==> src/rtl/fetch_pkg.sv <==
// fetch_pkg: shared FSM state encoding and constants for the fetch stage
package fetch_pkg;
    typedef enum logic [1:0] {IDLE, FETCH, DRAIN} state_e;
    localparam logic [31:0] NOP_INSTR = 32'h0000_0013;
    localparam int PC_STEP = 4;
endpackage

==> src/rtl/if_id_register.sv <==
// if_id_register: IF/ID pipeline register with load, hold and flush controls
module if_id_register #(
    parameter int W = 1
) (
    input  logic         clk_i,
    input  logic         rst_i,
    input  logic         load_i,
    input  logic         flush_i,
    input  logic [W-1:0] data_i,
    output logic         valid_o,
    output logic [W-1:0] data_o
);
    logic         valid_q;
    logic [W-1:0] data_q;
    assign valid_o = valid_q;
    assign data_o  = data_q;
    // load beats flush; flush only drops valid, neither asserted means hold
    always_ff @(posedge clk_i) begin
        if (rst_i) begin
            valid_q <= 1'b0;
            data_q  <= '0;
        end else if (load_i) begin
            valid_q <= 1'b1;
            data_q  <= data_i;
        end else if (flush_i) begin
            valid_q <= 1'b0;
        end
    end
endmodule

==> src/rtl/instruction_fetch_unit.sv <==
// instruction_fetch_unit: PC, imem busywait handshake, redirect/drain FSM and IF/ID feed; MISALIGN_TRAP_EN enables misaligned-target traps
module instruction_fetch_unit
    import fetch_pkg::*;
#(
    parameter int                    ADDR_WIDTH   = 32,
    parameter int                    INST_WIDTH   = 32,
    parameter logic [ADDR_WIDTH-1:0] RESET_VECTOR = '0
) (
    input  logic                  CLK,
    input  logic                  RESET,
    output logic                  imem_read,
    output logic [ADDR_WIDTH-1:0] imem_address,
    input  logic [INST_WIDTH-1:0] imem_readdata,
    input  logic                  instruction_mem_busywait,
    input  logic                  data_mem_busywait,
    input  logic                  jump_branch_signal,
    input  logic [ADDR_WIDTH-1:0] jump_branch_pc,
    output logic                  if_id_valid,
    output logic [ADDR_WIDTH-1:0] if_id_pc,
    output logic [ADDR_WIDTH-1:0] if_id_pc_plus4,
    output logic [INST_WIDTH-1:0] if_id_instruction
`ifdef MISALIGN_TRAP_EN
    ,
    output logic                  if_id_misaligned
`endif
);
    localparam logic [ADDR_WIDTH-1:0] STEP = ADDR_WIDTH'(PC_STEP);
`ifdef MISALIGN_TRAP_EN
    localparam int W = 2 * ADDR_WIDTH + INST_WIDTH + 1;
`else
    localparam int W = 2 * ADDR_WIDTH + INST_WIDTH;
`endif
    state_e                state_q, state_d;
    logic [ADDR_WIDTH-1:0] pc_q, pc_d, pend_q, pend_d, target, entry_pc;
    logic [INST_WIDTH-1:0] entry_instr;
    logic [W-1:0]          entry, entry_q;
    logic                  stall, redirect, mis, park, load, flush;
    assign stall        = data_mem_busywait;
    assign redirect     = jump_branch_signal & ~stall;
    assign imem_read    = state_q != IDLE;
    assign imem_address = pc_q;
    assign entry_pc     = mis ? jump_branch_pc : pc_q;
    assign entry_instr  = mis ? INST_WIDTH'(NOP_INSTR) : imem_readdata;
`ifdef MISALIGN_TRAP_EN
    logic parked_q;
    assign target = jump_branch_pc;
    assign mis    = redirect & |jump_branch_pc[1:0];
    assign park   = parked_q & ~redirect;
    // a trap parks the unit in IDLE until an aligned redirect or reset releases it
    always_ff @(posedge CLK) begin
        if (RESET) parked_q <= 1'b0;
        else if (mis) parked_q <= 1'b1;
        else if (redirect) parked_q <= 1'b0;
    end
    assign entry = {mis, entry_instr, entry_pc + STEP, entry_pc};
    assign {if_id_misaligned, if_id_instruction, if_id_pc_plus4, if_id_pc} = entry_q;
`else
    assign target = jump_branch_pc & ~ADDR_WIDTH'(3);
    assign mis    = 1'b0;
    assign park   = 1'b0;
    assign entry  = {entry_instr, entry_pc + STEP, entry_pc};
    assign {if_id_instruction, if_id_pc_plus4, if_id_pc} = entry_q;
`endif
    // next state, next PC and IF/ID control; a stall freezes all of it
    always_comb begin
        state_d = state_q;
        pc_d    = pc_q;
        pend_d  = pend_q;
        load    = 1'b0;
        flush   = ~stall;
        if (mis) begin
            load    = 1'b1;
            pc_d    = jump_branch_pc;
            state_d = IDLE;
        end else if (!stall) begin
            case (state_q)
                IDLE: begin
                    pc_d    = redirect ? target : pc_q;
                    state_d = park ? IDLE : FETCH;
                end
                FETCH: begin
                    load    = ~redirect & ~instruction_mem_busywait;
                    pc_d    = (redirect & ~instruction_mem_busywait) ? target : load ? pc_q + STEP : pc_q;
                    pend_d  = (redirect & instruction_mem_busywait) ? target : pend_q;
                    state_d = (redirect & instruction_mem_busywait) ? DRAIN : FETCH;
                end
                default: begin
                    pend_d  = redirect ? target : pend_q;
                    pc_d    = instruction_mem_busywait ? pc_q : pend_d;
                    state_d = instruction_mem_busywait ? DRAIN : FETCH;
                end
            endcase
        end
    end
    // state, PC and pending redirect target registers
    always_ff @(posedge CLK) begin
        if (RESET) begin
            state_q <= IDLE;
            pc_q    <= RESET_VECTOR;
            pend_q  <= '0;
        end else begin
            state_q <= state_d;
            pc_q    <= pc_d;
            pend_q  <= pend_d;
        end
    end
    if_id_register #(.W(W)) u_if_id (
        .clk_i   (CLK),
        .rst_i   (RESET),
        .load_i  (load),
        .flush_i (flush),
        .data_i  (entry),
        .valid_o (if_id_valid),
        .data_o  (entry_q)
    );
endmodule
==> config.mk <==
export PLATFORM = sky130hd
export DESIGN_NAME = instruction_fetch_unit
export DESIGN_NICKNAME = d
export VERILOG_FILES = /design/src/rtl/fetch_pkg.sv /design/src/rtl/if_id_register.sv /design/src/rtl/instruction_fetch_unit.sv
export SDC_FILE = /design/constraint.sdc
export NUM_CORES = 1
export LEC_CHECK = 0
export CORE_MARGIN = 5
export CORE_UTILIZATION = 53
export CTS_CLUSTER_SIZE = 20
export DETAILED_ROUTE_END_ITERATION = 7
export PLACE_DENSITY = 0.92
export SYNTH_ARGS = -nofsm -noshare
export SYNTH_HDL_FRONTEND = slang
export SYNTH_HIERARCHICAL = 1
export SYNTH_SLANG_ARGS = --single-unit
==> constraint.sdc <==
create_clock -name CLK -period 6.76 [get_ports CLK]
set_clock_uncertainty 0.05 [all_clocks]
set_input_delay 1.352 -clock CLK [delete_from_list [all_inputs] [get_ports CLK]]
set_output_delay 1.352 -clock CLK [all_outputs]
set_load 0.005 [all_outputs]
==> results of run 1 <==
cell families after synthesis:
group                    count (synthesis)  share of synthesized area (%)
AND/OR/NAND/NOR                        321                           18.7
multiplexers                           125                           16.1
buffers and inverters                  109                           8.08
adder cells (fa/ha/maj)                  1                          0.159
flip-flops                             163                           41.6
XOR/XNOR                                25                           2.79
AO/OA/AOI/OAI                          158                           12.6
layer usage:
metal  global-route usage (%)  part of all wire [%]  up-vias
li1                         -                     -     3368
met1                     34.2                    41     3365
met2                     42.2                    46      479
met3                     7.68                   9.8       70
met4                     9.66                   2.6        0
met5                        0                     0        -
sequential cells by signal, indices dropped and copies added, names as in the netlist:
register,flops
u_if_id/data_o,96
imem_address,32
pend_q,32
state_q,2
u_if_id/valid_o,1
synthesized netlist by cell type (6+ instances only):
| cell | instances |
|---|---|
| mux2i_1 | 117 |
| xnor2_1 | 13 |
| nand4_1 | 11 |
| o21ai_0 | 41 |
| o211ai_1 | 6 |
| clkbuf_1 | 37 |
| nand2_1 | 98 |
| inv_1 | 11 |
| nor2_1 | 126 |
| buf_4 | 42 |
| dfxtp_1 | 163 |
| a22oi_1 | 7 |
| mux2_2 | 8 |
| nand3_1 | 22 |
| xor2_1 | 12 |
| a21oi_1 | 59 |
| o2bb2ai_1 | 6 |
| nor3_1 | 17 |
| nor4_1 | 6 |
| and3_1 | 8 |
| buf_2 | 12 |
layout by cell type (no fill, tap or decap), drive strengths merged, types with 4 or more instances in the layout:
cell type and n:
a21oi 60, a221oi 5, a22oi 7, a31oi 4
a32o 4, and3 8, and4 4, buf 8
bufinv 4, clkbuf 25, clkdlybuf4s50 195, dfxtp 163
inv 11, mux2 8, mux2i 117, nand2 98
nand2b 5, nand3 23, nand4 12, nor2 126
nor2b 4, nor3 17, nor3b 4, nor4 8
o211ai 6, o21ai 41, o2bb2ai 6, or3 4
xnor2 13, xor2 12
power by group through the flow:
stage | Sequential (uW) | Clock (uW) | Combinational (uW)
after floorplan | 1030 | 0 | 169
after global placement | 1050 | 0 | 264
after detailed placement | 1050 | 0 | 269
after CTS | 1030 | 1070 | 274
after global routing | 1030 | 1110 | 298
final | 1030 | 1060 | 278
per-stage QoR:
stage | area [um^2] | utilization (%) | hold slack (ns) | setup WS, ns
after floorplan | 7850 | - | 0.384 | 3.46
after global placement | 9530 | 65.5 | 0.389 | 2.09
after detailed placement | 9530 | 65.5 | 0.396 | 1.99
after CTS | 10200 | 70.1 | 0.405 | 2.43
after global routing | 10200 | 70.1 | 0.422 | 2.14
final | 10200 | 70.1 | 0.405 | 2.28
worst paths after layout:
check                           slack [ns]               startpoint  cells after the start                               to
worst min-delay path                  0.40  pend_q[17]$_SDFFE_PP0P_                      2          pend_q[17]$_SDFFE_PP0P_
worst max register to register        3.68  state_q[0]$_SDFFE_PP0N_                      6  u_if_id/data_o[69]$_SDFFE_PP0P_
worst min register to register        0.40  pend_q[17]$_SDFFE_PP0P_                      2          pend_q[17]$_SDFFE_PP0P_
worst max-delay path                  2.28        data_mem_busywait                      7  u_if_id/data_o[69]$_SDFFE_PP0P_
cell type report:
cell class,instances,area (um^2)
clock buffer,25,515
clock inverter,7,143
fill,1050,4350
inverter,11,41.3
multi-input combinational,630,3970
sequential,163,3260
tap,184,230
timing repair buffer,203,2020
critical path, cell delays in order:
cell and delay (ns):
clkdlybuf4s50_1 0.68, or3b_1 0.68, nand2_1 0.69, nor2_4 0.29
buf_12 0.47, mux2i_1 0.30, nor2_1 0.08
==> results by group, run 1 <==
Status
  • Status: complete, no violations

Routing
  • Vias per inst: 5.95
  • DRT antenna net count: 0
  • Total Routed Length: 23800 um
  • Via count: 7282
  • Post-route DRC violation count: 0
  • DRT iter0 DRCs: 997
  • WL per Instance: 19.5 um
  • DRT Pass-1 Iters: 5

Timing
  • Max Fclk: 223 MHz
  • Tcrit/Tclk final: 66.3%
  • Endpoints failing hold: 0
  • Slew HR: 23.9%
  • Unrepaired setup endpoints after global routing: no
  • Tmin final: 4.48 ns
  • Worst Max-Slew Pin Slew: 1.14 ns
  • Max Transition Viols Final: 0
  • Setup TNS: 0 ns
  • Setup-failing EPs final: 0

Worst setup path
  • Highest net fanout along the worst path: 97
  • Setup crit end kind: flop
  • Setup CP Type: input port to flop
  • CP Launch Type: input port
  • CP required: 6.98 ns
  • Crit path DAT: 4.70 ns

Final layout
  • Nets: 1096
  • Finished Layout Cells: 1223
  • Ant. Diodes: 0
  • Share of cells above drive strength 1: 5.97%
  • Area Growth Syn to Fin: 29.8%

Min path
  • Hold WC Path Type: flop to flop

GRT
  • Largest net degree at the start of global routing: 99
  • Remaining Overflow, GRT: 0
  • Total track usage: 26.5%
  • Initial antenna violation count: 0
  • First-pass GRT wire length: 37700 um
  • Vias in the first global route: 6931

Clock tree
  • Post-CTS Resized: 0
  • CTS Root Cell: clkbuf_16
  • CTS max path bufs: 2
  • H-tree levels: 4
  • Hold_buf cts: 0
  • CTS tree: yes
  • Clk sink count: 163
  • Post-CTS setup buffer count: 0
  • Clk Latency, worst-skew pair: 0.43 ns
  • Clk slew on worst S/H paths: 0.06 ns
  • Cts bufs inserted: 17

Synthesis
  • Synthesized instance count: 902
  • Synth Register Bits: 163
  • Syn Nets: 972
  • Netlist cell types: 63
  • Synth warn: 6
  • EDFF count, synth: 0
  • Synth top area share: 41.6%
  • Synth Area per Inst: 8.70 um^2
  • Synth top area cells: dfxtp_1 (42%), mux2i_1 (15%), nor2_1 (6.0%)
  • Sequential fraction of the synthesis area: 41.6%
  • Area leader, netlist: dfxtp_1
  • Ys async rst share: 0%
  • Mapped Area: 7850 um^2
  • Synth Flop Type: dfxtp_1

Job
  • Number of max-cap violations: 0

Pwr
  • Peak VDD IR: 0.193 mV
  • Net Sw Frac: 24.0%
  • Pwr/cell area: 233 nW/um^2
  • Total Power: 2370 uW
  • P_leak: 0.00355 uW
  • Comb pwr share: 11.7%
  • Clock Power Share: 44.8%
  • Power Internal: 1800 uW
  • Net switching power: 570 uW
  • Seq pwr share: 43.4%

Floorplanning
  • # IOs: 199
  • Core area: 14500 um^2
  • Die Wd: 132 um
  • Row count: 44
  • Die Y: 132 um
  • Area of the die: 17300 um^2
  • Initial core utilization: 54.0%

Placed design
  • Dpl hpwl: 16000 um
  • GP Congestion: 0.911
  • Dpl cells: 1191
  • Number of port buffers: 196
Power figures use the tool's default switching activity.
==> inputs of run 2 (changes only) <==
CORE_UTILIZATION = 50   (was 53)
PLACE_DENSITY = 0.88   (was 0.92)
clock period = 4.4 ns   (was 6.76 ns; I/O delays follow)
==> results by group, run 2 (same netlist as run 1, synthesis figures left out) <==
Worst setup path
  • Crit. Startpoint: state_q[0]$_SDFFE_PP0N_
  • CP Capture Point: imem_read
  • Slowest CP cell: nor2_1
  • Reg2reg setup slack: 1.47 ns
  • CP Launch Type: flop
  • RR Startpoint: state_q[0]$_SDFFE_PP0N_
  • Max stage delay on crit path: 0.95 ns
  • Setup CP Type: flop to output port
  • RR Endpoint: imem_address[12]$_SDFFE_PP0P_
  • R2R cell count: 4
  • Crit path DAT: 2.53 ns
  • Setup crit end kind: output port
  • Highest net fanout along the worst path: 15
  • CP required: 3.47 ns
  • Crit path cell chain: nor2_1 -> inv_1 -> clkdlybuf4s50_1

Floorplanning
  • Core area: 15300 um^2
  • Area of the die: 18300 um^2
  • Row count: 45
  • Die Wd: 135 um
  • Initial core utilization: 51.2%
  • Die Y: 135 um
  • # IOs: 199

Clock tree
  • Cts bufs inserted: 17
  • Post-CTS setup buffer count: 0
  • CTS tree: yes
  • H-tree levels: 4
  • Clk sink count: 163
  • Post-CTS Resized: 0
  • CTS Root Cell: clkbuf_16
  • CTS max path bufs: 2
  • Hold_buf cts: 0
  • Clk slew on worst S/H paths: 0.06 ns
  • Clk Latency, worst-skew pair: 0.42 ns

Final layout
  • Share of cells above drive strength 1: 6.87%
  • Most frequent cells in the layout: clkdlybuf4s50_1 (195), dfxtp_1 (163), nor2_1 (125)
  • Fillers: 1203
  • Commonest non-fill, non-tap cell in the layout: clkdlybuf4s50_1
  • Ant. Diodes: 0
  • Nets: 1105
  • Max FFs per register: 96
  • Area Growth Syn to Fin: 30.9%

GRT
  • Initial antenna violation count: 0
  • Met1 usage: 32.5%
  • GRT met3 Usage: 5.79%
  • Largest net degree at the start of global routing: 89
  • First-pass GRT wire length: 36400 um
  • M2 GR Usage: 40.4%
  • Total track usage: 24.8%
  • Vias in the first global route: 6785
  • Most used routing layer in global routing: met2
  • Remaining Overflow, GRT: 0

Routing
  • WL per Instance: 18.5 um
  • Via count: 7120
  • DRT antenna net count: 0
  • Post-route DRC violation count: 0
  • Vias per inst: 5.66
  • DRT Pass-1 Iters: 6
  • DRT iter0 DRCs: 673
  • Total Routed Length: 23300 um

Pwr
  • Power Internal: 2660 uW
  • Peak VDD IR: 0.311 mV
  • Total Power: 3520 uW
  • Comb pwr share: 12.3%
  • Clock Power Share: 42.7%
  • Net Sw Frac: 24.4%
  • Seq pwr share: 45.0%
  • Net switching power: 859 uW
  • P_leak: 0.00358 uW
  • Pwr/cell area: 342 nW/um^2

Placed design
  • GP Congestion: 0.915
  • Number of port buffers: 196
  • Dpl hpwl: 16400 um
  • Post-placement setup slack: 0.689 ns

Timing
  • Tmin final: 3.46 ns
  • Unrepaired setup endpoints after global routing: no
  • Final setup margin: 0.943 ns
  • Max Fclk: 289 MHz
  • Tcrit/Tclk final: 78.6%
  • Worst Max-Slew Pin Slew: 1.18 ns
  • Setup TNS: 0 ns
  • Setup-failing EPs final: 0
  • Endpoints failing hold: 0
  • Slew HR: 21.1%
  • Max Transition Viols Final: 0
  • Hold slack: 0.404 ns

Status
  • Status: complete, no violations

Min path
  • Hold WC Path Type: flop to flop

Job
  • Number of max-cap violations: 0
## run 2: changes by cell type in the layout (fill, tap and decap cells not counted)
cell | before | now
clkinv_2 | 0 | 3
clkbuf_1 | 2 | 1
bufinv_16 | 4 | 2
buf_4 | 7 | 13
buf_12 | 1 | 4
## run 2: worst max-delay path: cells and delay by family, from the launching register on
kind	cells	cell delay, ns
AND/OR/NAND/NOR	1	0.95
buffers and inverters	2	0.71
flip-flops	1	0.44
## run 2: metrics by stage
| stage | area [um^2] | cells | util, % |
|---|---|---|---|
| after floorplan | 7850 | 902 | - |
| after global placement | 9670 | 1227 | 63.1 |
| after detailed placement | 9670 | 1227 | 63.1 |
| after CTS | 10300 | 1259 | 67.1 |
| after global routing | 10300 | 1259 | 67.1 |
| final | 10300 | 1259 | 67.1 |
## run 2: worst min-delay path by stage
| stage | from | to | slack [ns] | cells past startpoint |
|---|---|---|---|---|
| floorplan | pend_q[18]$_SDFFE_PP0P_ | pend_q[18]$_SDFFE_PP0P_ | 0.38 | 2 |
| global placement | pend_q[26]$_SDFFE_PP0P_ | pend_q[26]$_SDFFE_PP0P_ | 0.39 | 2 |
| detailed placement | pend_q[9]$_SDFFE_PP0P_ | pend_q[9]$_SDFFE_PP0P_ | 0.39 | 2 |
| CTS | pend_q[9]$_SDFFE_PP0P_ | pend_q[9]$_SDFFE_PP0P_ | 0.40 | 2 |
| global route | pend_q[17]$_SDFFE_PP0P_ | pend_q[17]$_SDFFE_PP0P_ | 0.42 | 2 |
| finish | pend_q[20]$_SDFFE_PP0P_ | pend_q[20]$_SDFFE_PP0P_ | 0.40 | 2 |
## run 2: layout make-up
| cell class | count | area [um^2] | area share (%) |
|---|---|---|---|
| Clock buffer | 24 | 512 | 4.98 |
| Clock inverter | 8 | 97.6 | 0.950 |
| Timing Repair Buffer | 212 | 2130 | 20.7 |
| Inverter | 11 | 41.3 | 0.402 |
| Tap cell | 211 | 264 | 2.57 |
| Multi-Input combinational cell | 630 | 3970 | 38.6 |
| Sequential cell | 163 | 3260 | 31.8 |
## run 2: power groups by stage
stage	clock (uW)	sequential [uW]	combinational [uW]
after detailed placement	0	1610	423
after global placement	0	1610	414
final	1500	1580	433
after floorplan	0	1590	259
after CTS	1520	1580	428
after global routing	1590	1590	463
## run 2: per-layer routing
layer	wire length [um]	up-vias	part of all wire, %
met5	0	-	0
met4	385	0	1.7
met3	2220	28	9.5
met2	10800	386	46
met1	9910	3313	42
li1	-	3393	-
==> inputs of run 3 (changes only) <==
clock period = 3.4 ns   (was 4.4 ns; I/O delays follow)
==> results by group, run 3 (same netlist as run 1, synthesis figures left out) <==
Routing
  • DRT iter0 DRCs: 679
  • WL per Instance: 18.1 um
  • Post-route DRC violation count: 0
  • DRT antenna net count: 0
  • Vias per inst: 5.61
  • Total Routed Length: 23100 um
  • DRT Pass-1 Iters: 5
  • Via count: 7144

Job
  • Number of max-cap violations: 0

Final layout
  • Fillers: 1206
  • Ant. Diodes: 0
  • Nets: 1120
  • Most frequent cells in the layout: clkdlybuf4s50_1 (195), dfxtp_1 (163), nor2_1 (125)
  • Area Growth Syn to Fin: 33.0%
  • Area occupied by registers: 3260 um^2
  • Area of the multi-input gates: 3970 um^2
  • Share of cells above drive strength 1: 8.18%
  • Max FFs per register: 96
  • Commonest non-fill, non-tap cell in the layout: clkdlybuf4s50_1

Worst setup path
  • Setup crit end kind: output port
  • Setup CP Type: flop to output port
  • Crit path DAT: 2.19 ns
  • CP required: 2.67 ns
  • Highest net fanout along the worst path: 12
  • CP Launch Type: flop

Clock tree
  • CTS tree: yes
  • Clk slew on worst S/H paths: 0.06 ns
  • Clk Latency, worst-skew pair: 0.42 ns
  • Cts bufs inserted: 17
  • Hold_buf cts: 0
  • CTS max path bufs: 2
  • Post-CTS setup buffer count: 0
  • CTS Root Cell: clkbuf_16
  • Clk sink count: 163
  • Post-CTS Resized: 0
  • H-tree levels: 4

Placed design
  • Number of port buffers: 196
  • GP Congestion: 0.914
  • Dpl hpwl: 16800 um

Floorplanning
  • Initial core utilization: 51.2%
  • Row count: 45
  • Core area: 15300 um^2
  • # IOs: 199
  • Area of the die: 18300 um^2
  • Die Wd: 135 um
  • Die Y: 135 um

GRT
  • Largest net degree at the start of global routing: 56
  • Remaining Overflow, GRT: 0
  • Vias in the first global route: 6844
  • First-pass GRT wire length: 36000 um
  • Initial antenna violation count: 0
  • Total track usage: 24.4%

Timing
  • Tcrit/Tclk final: 85.8%
  • Worst Max-Slew Pin Slew: 0.708 ns
  • Endpoints failing hold: 0
  • Tmin final: 2.92 ns
  • Hold slack: 0.406 ns
  • Unrepaired setup endpoints after global routing: no
  • Setup-failing EPs final: 0
  • Slew HR: 52.5%
  • Setup TNS: 0 ns
  • Max Transition Viols Final: 0
  • Max Fclk: 343 MHz

Pwr
  • P_leak: 0.00368 uW
  • Peak VDD IR: 0.385 mV
  • Pwr/cell area: 454 nW/um^2

Min path
  • Hold WC Path Type: flop to flop

Status
  • Status: complete, no violations
run 3: cell count changes in the layout (fill, tap and decap cells not counted):
cell,change
inv_6,+1
clkinv_2,-2
clkinvlp_4,+1
bufinv_16,+3
buf_4,+15
clkbuf_8,-4
clkinv_4,+1
run 3: routing by layer:
layer  share of wire [%]  routed length (um)  global-route usage (%)
met5                   0                   0                       0
met1                  41                9500                    31.8
met4                 2.2                 510                    9.18
met2                  46               10700                    39.3
met3                  10                2350                    5.91
run 3: where the power goes:
group / switching (uW) / total [uW] / internal, uW
logic: 292 / 587 / 294
clock network: 775 / 2120 / 1340
registers: 74.0 / 2040 / 1960
run 3: stage by stage:
stage	cells	utilization, %	total power (uW)	setup slack (ns)	instance area (um^2)
floorplan	902	-	2390	0.774	7850
global placement	1242	63.8	2640	0.449	9780
detailed placement	1242	63.8	2650	0.395	9780
CTS	1274	68.2	4750	0.500	10400
global route	1274	68.2	4910	0.355	10400
finish	1274	68.2	4740	0.483	10400
run 3: final timing paths:
kind	from	endpoint	slack, ns	cells after the start
worst max-delay path	state_q[0]$_SDFFE_PP0N_	imem_read	0.48	3
worst min-delay path	pend_q[8]$_SDFFE_PP0P_	pend_q[8]$_SDFFE_PP0P_	0.41	2
worst max register to register	state_q[0]$_SDFFE_PP0N_	u_if_id/data_o[84]$_SDFFE_PP0P_	0.85	6
worst min register to register	pend_q[8]$_SDFFE_PP0P_	pend_q[8]$_SDFFE_PP0P_	0.41	2
run 3: layout make-up:
cell class	instances	area share [%]
clock buffer	20	4.38
clock inverter	12	1.94
inverter	11	0.396
multi-input combinational	630	38.0
sequential	163	31.3
tap	211	2.53
timing repair buffer	227	21.5
run 3: critical path, cell delays in order (launching register included):
cell and delay [ns]:
dfxtp_1 0.46, nor2_1 0.61, inv_1 0.20, clkdlybuf4s50_1 0.50
